$ cat config.mk
export PLATFORM = sky130hd
export DESIGN_NAME = comparator_seq_tx
export DESIGN_NICKNAME = d
export VERILOG_FILES = /design/src/rtl/comparator_seq_tx_pkg.sv /design/src/rtl/comparator_seq_tx_piso_lsb.sv /design/src/rtl/comparator_seq_tx.sv
export SDC_FILE = /design/constraint.sdc
export NUM_CORES = 1
export LEC_CHECK = 0
export CAP_MARGIN = 20
export CORE_MARGIN = 2
export CORE_UTILIZATION = 46
export CTS_CLUSTER_DIAMETER = 100
export DETAILED_ROUTE_END_ITERATION = 10
export HOLD_SLACK_MARGIN = 0.05
export MAX_ROUTING_LAYER = met4
export PLACE_DENSITY_LB_ADDON = 0.08
export SETUP_SLACK_MARGIN = 0.1
export SYNTH_ARGS = -nofsm -noshare
export SYNTH_HDL_FRONTEND = slang
export SYNTH_SLANG_ARGS = --single-unit
$ cat constraint.sdc
create_clock -name clk -period 2.05 [get_ports clk]
set_clock_uncertainty 0.05 [all_clocks]
set_input_delay 0.205 -clock clk [delete_from_list [all_inputs] [get_ports clk]]
set_output_delay 0.205 -clock clk [all_outputs]
set_load 0.02 [all_outputs]
$ cat src/rtl/comparator_seq_tx_pkg.sv
// Shared definitions for the bit-serial compare link transmitter: FSM encodings,
// result flag bit positions and small elaboration helpers.
package comparator_seq_tx_pkg;

  typedef enum logic [1:0] {
    ST_IDLE  = 2'b00,
    ST_CLEAR = 2'b01,
    ST_SHIFT = 2'b10,
    ST_DONE  = 2'b11
  } state_t;

  // Flag vector layout is {eq, gt, lt}; the comparator bench uses the same positions.
  localparam int FLAG_EQ = 2;
  localparam int FLAG_GT = 1;
  localparam int FLAG_LT = 0;

  function automatic logic flags_onehot(input logic [2:0] f);
    return (f == 3'b100) || (f == 3'b010) || (f == 3'b001);
  endfunction

  function automatic int cnt_width(input int w);
    return (w > 1) ? $clog2(w) : 1;
  endfunction

endpackage

$ cat src/rtl/comparator_seq_tx_piso_lsb.sv
// Loadable parallel-in serial-out shift register; bit_out always presents the
// next LSB still to be sent.
module piso_lsb #(
  parameter int WIDTH = 8
) (
  input  logic             clk,
  input  logic             reset,
  input  logic             i_load,
  input  logic             i_shift,
  input  logic [WIDTH-1:0] i_data,
  output logic             o_bit_out
);

  logic [WIDTH-1:0] r_sr;

  always_ff @(posedge clk) begin
    if (reset) begin
      r_sr <= '0;
    end else if (i_load) begin
      r_sr <= i_data;
    end else if (i_shift) begin
      r_sr <= r_sr >> 1;
    end
  end

  assign o_bit_out = r_sr[0];

endmodule

$ cat src/rtl/comparator_seq_tx.sv
// Transmit side of the bit-serial compare link: accepts an operand pair, clears the
// comparator, streams bit pairs LSB-first and returns the sampled flags.
//
// state | meaning
// IDLE  | in_ready high, waiting for an operand pair
// CLEAR | one cycle holding the comparator clear, serial lines at 0
// SHIFT | WIDTH cycles driving bit cnt of A/B, flags captured on the last
// DONE  | result presented until the consumer takes it
module comparator_seq_tx
  import comparator_seq_tx_pkg::*;
#(
  parameter int WIDTH = 8
) (
  input  logic             clk,
  input  logic             reset,
  input  logic             in_valid,
  output logic             in_ready,
  input  logic [WIDTH-1:0] in_a,
  input  logic [WIDTH-1:0] in_b,
  output logic             ser_a,
  output logic             ser_b,
  output logic             cmp_rst_n,
  input  logic             cmp_eq,
  input  logic             cmp_gt,
  input  logic             cmp_lt,
  output logic             res_valid,
  input  logic             res_ready,
  output logic             res_eq,
  output logic             res_gt,
  output logic             res_lt,
  output logic             res_err
);

  localparam int CW = cnt_width(WIDTH);
  localparam logic [CW-1:0] LAST = CW'(WIDTH - 1);

  state_t          r_state;
  logic [CW-1:0]   r_cnt;
  logic            r_in_ready;
  logic            r_ser_a;
  logic            r_ser_b;
  logic            r_cmp_rst_n;
  logic            r_res_valid;
  logic            r_res_eq;
  logic            r_res_gt;
  logic            r_res_lt;
  logic            r_res_err;

  logic            w_accept;
  logic            w_last;
  logic            w_load;
  logic            w_shift;
  logic            w_bit_a;
  logic            w_bit_b;
  logic [2:0]      w_flags;

  assign w_accept = (r_state == ST_IDLE) && in_valid && r_in_ready;
  assign w_last   = (r_cnt == LAST);
  assign w_load   = w_accept;
  // CLEAR pre-loads bit 0, so every shift after that exposes the next bit for SHIFT.
  assign w_shift  = (r_state == ST_CLEAR) || ((r_state == ST_SHIFT) && !w_last);
  assign w_flags  = {cmp_eq, cmp_gt, cmp_lt};

  piso_lsb #(.WIDTH(WIDTH)) u_piso_a (
    .clk       (clk),
    .reset     (reset),
    .i_load    (w_load),
    .i_shift   (w_shift),
    .i_data    (in_a),
    .o_bit_out (w_bit_a)
  );

  piso_lsb #(.WIDTH(WIDTH)) u_piso_b (
    .clk       (clk),
    .reset     (reset),
    .i_load    (w_load),
    .i_shift   (w_shift),
    .i_data    (in_b),
    .o_bit_out (w_bit_b)
  );

  always_ff @(posedge clk) begin
    if (reset) begin
      r_state     <= ST_IDLE;
      r_cnt       <= '0;
      r_in_ready  <= 1'b0;
      r_ser_a     <= 1'b0;
      r_ser_b     <= 1'b0;
      r_cmp_rst_n <= 1'b0;
      r_res_valid <= 1'b0;
      r_res_eq    <= 1'b0;
      r_res_gt    <= 1'b0;
      r_res_lt    <= 1'b0;
      r_res_err   <= 1'b0;
    end else begin
      case (r_state)
        ST_IDLE: begin
          if (w_accept) begin
            r_in_ready  <= 1'b0;
            r_cmp_rst_n <= 1'b0;
            r_cnt       <= '0;
            r_state     <= ST_CLEAR;
          end else begin
            r_in_ready  <= 1'b1;
            r_cmp_rst_n <= 1'b1;
          end
        end
        ST_CLEAR: begin
          r_cmp_rst_n <= 1'b1;
          r_ser_a     <= w_bit_a;
          r_ser_b     <= w_bit_b;
          r_state     <= ST_SHIFT;
        end
        ST_SHIFT: begin
          if (w_last) begin
            r_res_eq    <= w_flags[FLAG_EQ];
            r_res_gt    <= w_flags[FLAG_GT];
            r_res_lt    <= w_flags[FLAG_LT];
            r_res_err   <= !flags_onehot(w_flags);
            r_res_valid <= 1'b1;
            r_ser_a     <= 1'b0;
            r_ser_b     <= 1'b0;
            r_state     <= ST_DONE;
          end else begin
            r_cnt   <= r_cnt + 1'b1;
            r_ser_a <= w_bit_a;
            r_ser_b <= w_bit_b;
          end
        end
        ST_DONE: begin
          if (res_ready) begin
            r_res_valid <= 1'b0;
            r_in_ready  <= 1'b1;
            r_state     <= ST_IDLE;
          end
        end
        default: begin
          r_state <= ST_IDLE;
        end
      endcase
    end
  end

  assign in_ready  = r_in_ready;
  assign ser_a     = r_ser_a;
  assign ser_b     = r_ser_b;
  assign cmp_rst_n = r_cmp_rst_n;
  assign res_valid = r_res_valid;
  assign res_eq    = r_res_eq;
  assign res_gt    = r_res_gt;
  assign res_lt    = r_res_lt;
  assign res_err   = r_res_err;

endmodule

==> key figures, run 1 <==
Worst setup path
  • Worst path max stage delay: 370 ps
  • CP required: ~2200 ps
  • CP Launch Type: flip-flop
  • Worst-path fanout max: 30
  • Critical path cell sequence: inv_1 -> ha_1 -> and3_1 -> buf_12 -> o41ai_1 -> a31oi_1
  • Crit path max-delay family: compound AO/OA/AOI/OAI gates
  • CP arrival: around 1900 ps
  • Critical path type: reg2reg
  • WP buf/inv: 2
  • Worst path slowest cell: dfxtp_1
  • Worst setup EP type: flip-flop

Placed design
  • Global placer's final weighted congestion: 0.852
  • Dpl ws: between 300 and 400 ps
  • Inst Count DP: 227
  • Dpl hpwl: around 2300 microns
  • Cell Area, Placed: approximately 1800 sq um
  • PortBufs: 31

Yosys
  • Number of synthesized flops with an enable pin: 0
  • Netlist cell types: 32
  • YS warnings: 0
  • Syn_nets: slightly below 200
  • Mapped Area: between 1000 and 1500 sq um
  • Ys flop type: dfxtp_1
  • Synth Area per Inst: between 8 and 9 sq um
  • Sequential share of the synthesized area: 0.425
  • FF+latch count, synth: 30
  • Most common cell in the synthesized netlist: nand2_1
  • Ys async rst share: 0
  • Share of the synthesized area in the top cell type: 0.425
  • Top post-synthesis cells by area: dfxtp_1 42%, nand2_1 10%, o41ai_1 8.7%, a31oi_1 7.1%, ha_1 5.3%
  • Area leader, netlist: dfxtp_1
  • Post-Synthesis Cells: 169
  • Post-synth top cells: 38 x nand2_1, 30 x dfxtp_1, 16 x a31oi_1, 14 x o41ai_1, 12 x a21oi_1

Die
  • # IOs: 32
  • Die X: 59.4 microns
  • Initial core utilization: 0.475
  • DIE AREA: 3530 sq um
  • Core area: slightly below 3000 sq um
  • Die Y: about 59 microns
  • Site Rows: 20

Clock network
  • Clock buffer depth: 2
  • Worst skew pair latency: between 300 and 400 ps
  • Root buf cell: clkbuf_4
  • TritonCTS clock tree: done
  • Sink Count: 30
  • Clk slew on worst S/H paths: ~90 ps
  • Setup Fix Bufs, Post-CTS: 0
  • Post-CTS Hold Fix Bufs: 0
  • # H-tree levels: 2
  • CTS buffer count: 5
  • CTS-repair resized insts: 0

Layout
  • FF+latch area: ~600 sq um
  • Fill cell count: 267
  • Layout Cells excl Fill: 234
  • Share of layout cells above drive strength 1: 0.0846
  • Antenna cells: 0
  • Final nets: 230
  • Cell area after layout: between 1500 and 2000 sq um
  • Multi-input gate area: around 740 sq um
  • Layout area overhead: 30.4%

Global routing
  • Total Routing Usage GR: 0.212
  • Largest net degree at the start of global routing: 31
  • Total gr overflow: 0
  • First-pass GRT wire length: 5550 microns
  • Initial antenna violation count: 0
  • Vias in the first global route: around 1300

Timing
  • Fmax: just under 600 MHz
  • Final setup viols: 0
  • Post-route setup slack: between 300 and 400 ps
  • Minimum clock period: 1700 ps
  • Unrepaired setup endpoints after global routing: false
  • Fin crit share: 0.831
  • Max-slew headroom: 0.656
  • Final Max Slew Viols: 0
  • Setup total negative slack: 0 ps
  • Final hold viol count: 0
  • Slew @ Worst Pin: 515 ps

Route
  • Detail Route Antenna Nets: 0
  • DR vias: 1351
  • First DRT Iteration DRCs: 63
  • Vias per cell: 5.77
  • TritonRoute pass-1 iters: 5
  • WL/cell: around 14 microns
  • Residual DRC count: 0
  • WL final: 3270 microns

Min path
  • Hold Crit Class: in2reg

Power
  • Peak supply drop: between 0.6 and 0.7 mV
  • P per Cell Area: around 1300 nW/um^2
  • Leak: around 0.00067 uW

Outcome
  • Run status: finished clean

Job
  • MaxCap Viol Count: 0
==> cells by family (layout without fill, tap and decap cells) <==
kind of cell,after synthesis,after routing,synth area share
adders and majority gates,6,6,0.0531
and+or+nand+nor,62,62,0.204
buffers and inverters,16,48,0.0504
xor gates and xnor gates,1,1,0.00620
DFF,30,30,0.425
AOI/OAI and AO/OA,54,54,0.262
==> worst reg2reg max path, stage by stage, from the launching register on <==
cell and delay (ps):
dfxtp_1 370, inv_1 80, ha_1 280, and3_1 220, buf_12 160, o41ai_1 360
a31oi_1 70
==> flip-flops by register name, summed over array words and instances, names as in the netlist <==
signal,count
u_piso_a.r_sr,8
u_piso_b.r_sr,8
r_cnt,3
r_state,2
cmp_rst_n,1
in_ready,1
res_eq,1
res_err,1
res_gt,1
res_lt,1
res_valid,1
ser_a,1
ser_b,1
==> layout make-up <==
type                    instances  share of cell area
multi-input cells             123               0.402
flip-flops and latches         30               0.326
repair buffers                 36               0.195
clock buffers                   6              0.0278
well taps                      33              0.0224
clock inverters                 1              0.0163
inverters                       5              0.0102
==> metrics by stage <==
step	hold slack [ps]	util	power [uW]
final	389	0.619	2360
after global routing	393	0.619	2530
after CTS	389	0.619	2370
after detailed placement	400	0.592	1880
after global placement	395	0.592	1850
after floorplan	291	-	1570
==> where the power goes <==
group	total [uW]	switching (uW)	internal (uW)
logic	999	568	431
clock network	486	202	284
registers	871	105	766
==> path summary, 6_finish.rpt <==
kind,end,slack [ps],cells past startpoint,startpoint
worst max-delay path,u_piso_a.r_sr[2],350,6,r_state[0]
worst min-delay path,u_piso_a.r_sr[5],390,3,in_a[5]
worst max register to register,u_piso_a.r_sr[2],350,6,r_state[0]
worst min register to register,res_lt,410,2,res_lt
==> cells in the final DEF, fill, tap and decap left out, types with 2 or more instances in the layout <==
cell,count
a21oi_1,12
a31oi_1,16
buf_4,4
clkbuf_4,5
clkdlybuf4s50_1,31
dfxtp_1,30
ha_1,6
inv_1,5
nand2_1,38
nand2b_1,4
nand3_1,5
nand4_1,5
nor2_1,2
o21ai_0,2
o31ai_1,3
o41ai_1,14
==> metal layers <==
layer | track usage | wire length (microns)
met1 | 0.239 | 1480
met2 | 0.367 | 1640
met3 | 0.0393 | 119
met4 | 0.0844 | 27
met5 | - | 0
Note: power is estimated with default switching activity, not from simulation.
==> run 2: changes to the inputs <==
- CORE_UTILIZATION: 46 -> 44
- clock period: 2.05 -> 1.5 ns (I/O delays scaled with it)
==> key figures, run 2 (synthesized netlist as in run 1, its figures left out) <==
Placed design
  • Global placer's final weighted congestion: 0.763
  • PortBufs: 31
  • Dpl hpwl: about 2400 microns

Power
  • Peak supply drop: between 0.9 and 1 mV
  • Sequential Power Share: 0.309
  • Sw power: around 1600 uW
  • Logic pwr share: 0.574
  • Switching share of power: 0.389
  • Internal Power: between 2000 and 2500 uW
  • Clk pwr share: 0.117
  • Leak: about 0.00091 uW
  • P per Cell Area: 1730 nW/um^2

Worst setup path
  • Critical path type: reg2reg
  • Worst-path fanout max: 6
  • Worst setup EP type: flip-flop
  • CP required: approximately 1700 ps
  • CP arrival: between 1500 and 2000 ps
  • CP Launch Type: flip-flop

Outcome
  • Run status: finished, violations left
  • Violated checks: negative setup slack

Global routing
  • Total Routing Usage GR: 0.223
  • First-pass GRT wire length: a little under 6000 microns
  • Vias in the first global route: between 1000 and 1500
  • Largest net degree at the start of global routing: 18
  • Total gr overflow: 0
  • Initial antenna violation count: 0

Die
  • Die Y: ~61 microns
  • DIE AREA: 3680 sq um
  • Core area: 3050 sq um
  • Site Rows: 20
  • Die X: 60.7 microns
  • # IOs: 32
  • Initial core utilization: 0.463

Min path
  • Hold Crit Class: in2reg

Layout
  • Fin util: 0.766
  • Antenna cells: 0
  • Final nets: about 250
  • Most frequent cells in the layout: 37 x nand2_1, 26 x dfxtp_1, 22 x clkdlybuf4s50_1
  • Layout area overhead: 65.5%
  • Share of layout cells above drive strength 1: 0.326
  • Fill cell count: 226
  • Most common cell after layout, fill and taps aside: nand2_1
  • Biggest regs: u_piso_a.r_sr: 8 flops, u_piso_b.r_sr: 8 flops, r_cnt: 3 flops

Clock network
  • Worst skew pair latency: between 300 and 400 ps
  • # H-tree levels: 2
  • Sink Count: 30
  • Clk slew on worst S/H paths: roughly 90 ps
  • Post-CTS Hold Fix Bufs: 0
  • TritonCTS clock tree: done
  • Root buf cell: clkbuf_4
  • Clock buffer depth: 2
  • CTS buffer count: 5

Route
  • First DRT Iteration DRCs: between 70 and 80
  • TritonRoute pass-1 iters: 4
  • WL final: 4050 microns
  • Detail Route Antenna Nets: 0
  • DR vias: approximately 1500
  • WL/cell: ~15 microns
  • Residual DRC count: 0
  • Vias per cell: 5.58

Timing
  • Final hold viol count: 0
  • Post-route setup slack: -7.02 ps
  • Slew @ Worst Pin: roughly 350 ps
  • Fin crit share: 1.00
  • Minimum clock period: approximately 1500 ps
  • Max-slew headroom: 0.769
  • Final setup viols: 1
  • Final Max Slew Viols: 0
  • Setup total negative slack: -7.02 ps
  • Fin Hold WS: between 300 and 400 ps
  • Fmax: 664 MHz
  • Unrepaired setup endpoints after global routing: true

Job
  • MaxCap Viol Count: 0
==> run 2: cell types whose count changed in the layout (fill, tap and decap cells not counted), sizes merged <==
cell           before  now
bufinv              1    0
clkbuf              6    7
bufbuf              0    1
buf                 5   21
clkdlybuf4s50      31   22
dlygate4sd2         0    9
==> run 2: cell type report <==
class	instances	area, sq um	area share
repair buffers	54	597	0.255
well taps	44	55.1	0.0235
inverters	5	21.3	0.00909
clock buffers	6	51.3	0.0219
multi-input cells	123	1000	0.429
flip-flops and latches	30	611	0.261
==> run 2: per-layer routing <==
metal | global-route usage | wire, microns | vias to the layer above
met1 | 0.263 | 1770 | 698
met5 | - | 0 | -
met3 | 0.0661 | 167 | 8
met2 | 0.361 | 2060 | 33
li1 | - | - | 723
met4 | 0.0745 | 59 | 0
==> run 2: final timing paths <==
path | from | end | slack [ps] | cells past startpoint
worst min register to register | res_gt | res_gt | 400 | 2
worst max register to register | r_cnt[1] | u_piso_b.r_sr[4] | -7 | 6
worst max-delay path | r_cnt[1] | u_piso_b.r_sr[4] | -7 | 6
worst min-delay path | in_a[4] | u_piso_a.r_sr[4] | 340 | 3
==> run 2: what timing repair did <==
action | CTS | global route
setup endpoints to repair | 28 | 23
pin swaps | 6 | 5
setup buffers | 10 | 1
gates cloned | 1 | 1
resized for setup | 16 | 20
==> run 2: worst max-delay path, cell delays in order (launching register included) <==
cell	delay, ps
dfxtp_4	360
ha_4	160
ha_4	160
and2b_4	290
buf_12	150
o41ai_2	70
a31oi_1	180
==> run 2: per-stage QoR <==
step | worst slack [ps] | std cells | instance area [sq um] | total power [uW]
detailed placement | -52.6 | 243 | 2030 | 3040
finish | -7.02 | 262 | 2340 | 4040
global route | -40.4 | 262 | 2340 | 4260
global placement | -8.68 | 243 | 2030 | 2980
floorplan | 85.0 | 169 | 1600 | 2470
CTS | 26.0 | 260 | 2210 | 3770
==> run 2: power groups by stage <==
| stage | Sequential [uW] | Combinational (uW) | Clock (uW) |
|---|---|---|---|
| after detailed placement | 1240 | 1790 | 0 |
| after global placement | 1230 | 1750 | 0 |
| after global routing | 1270 | 2490 | 507 |
| final | 1250 | 2320 | 473 |
| after floorplan | 1250 | 1220 | 0 |
| after CTS | 1230 | 2060 | 484 |
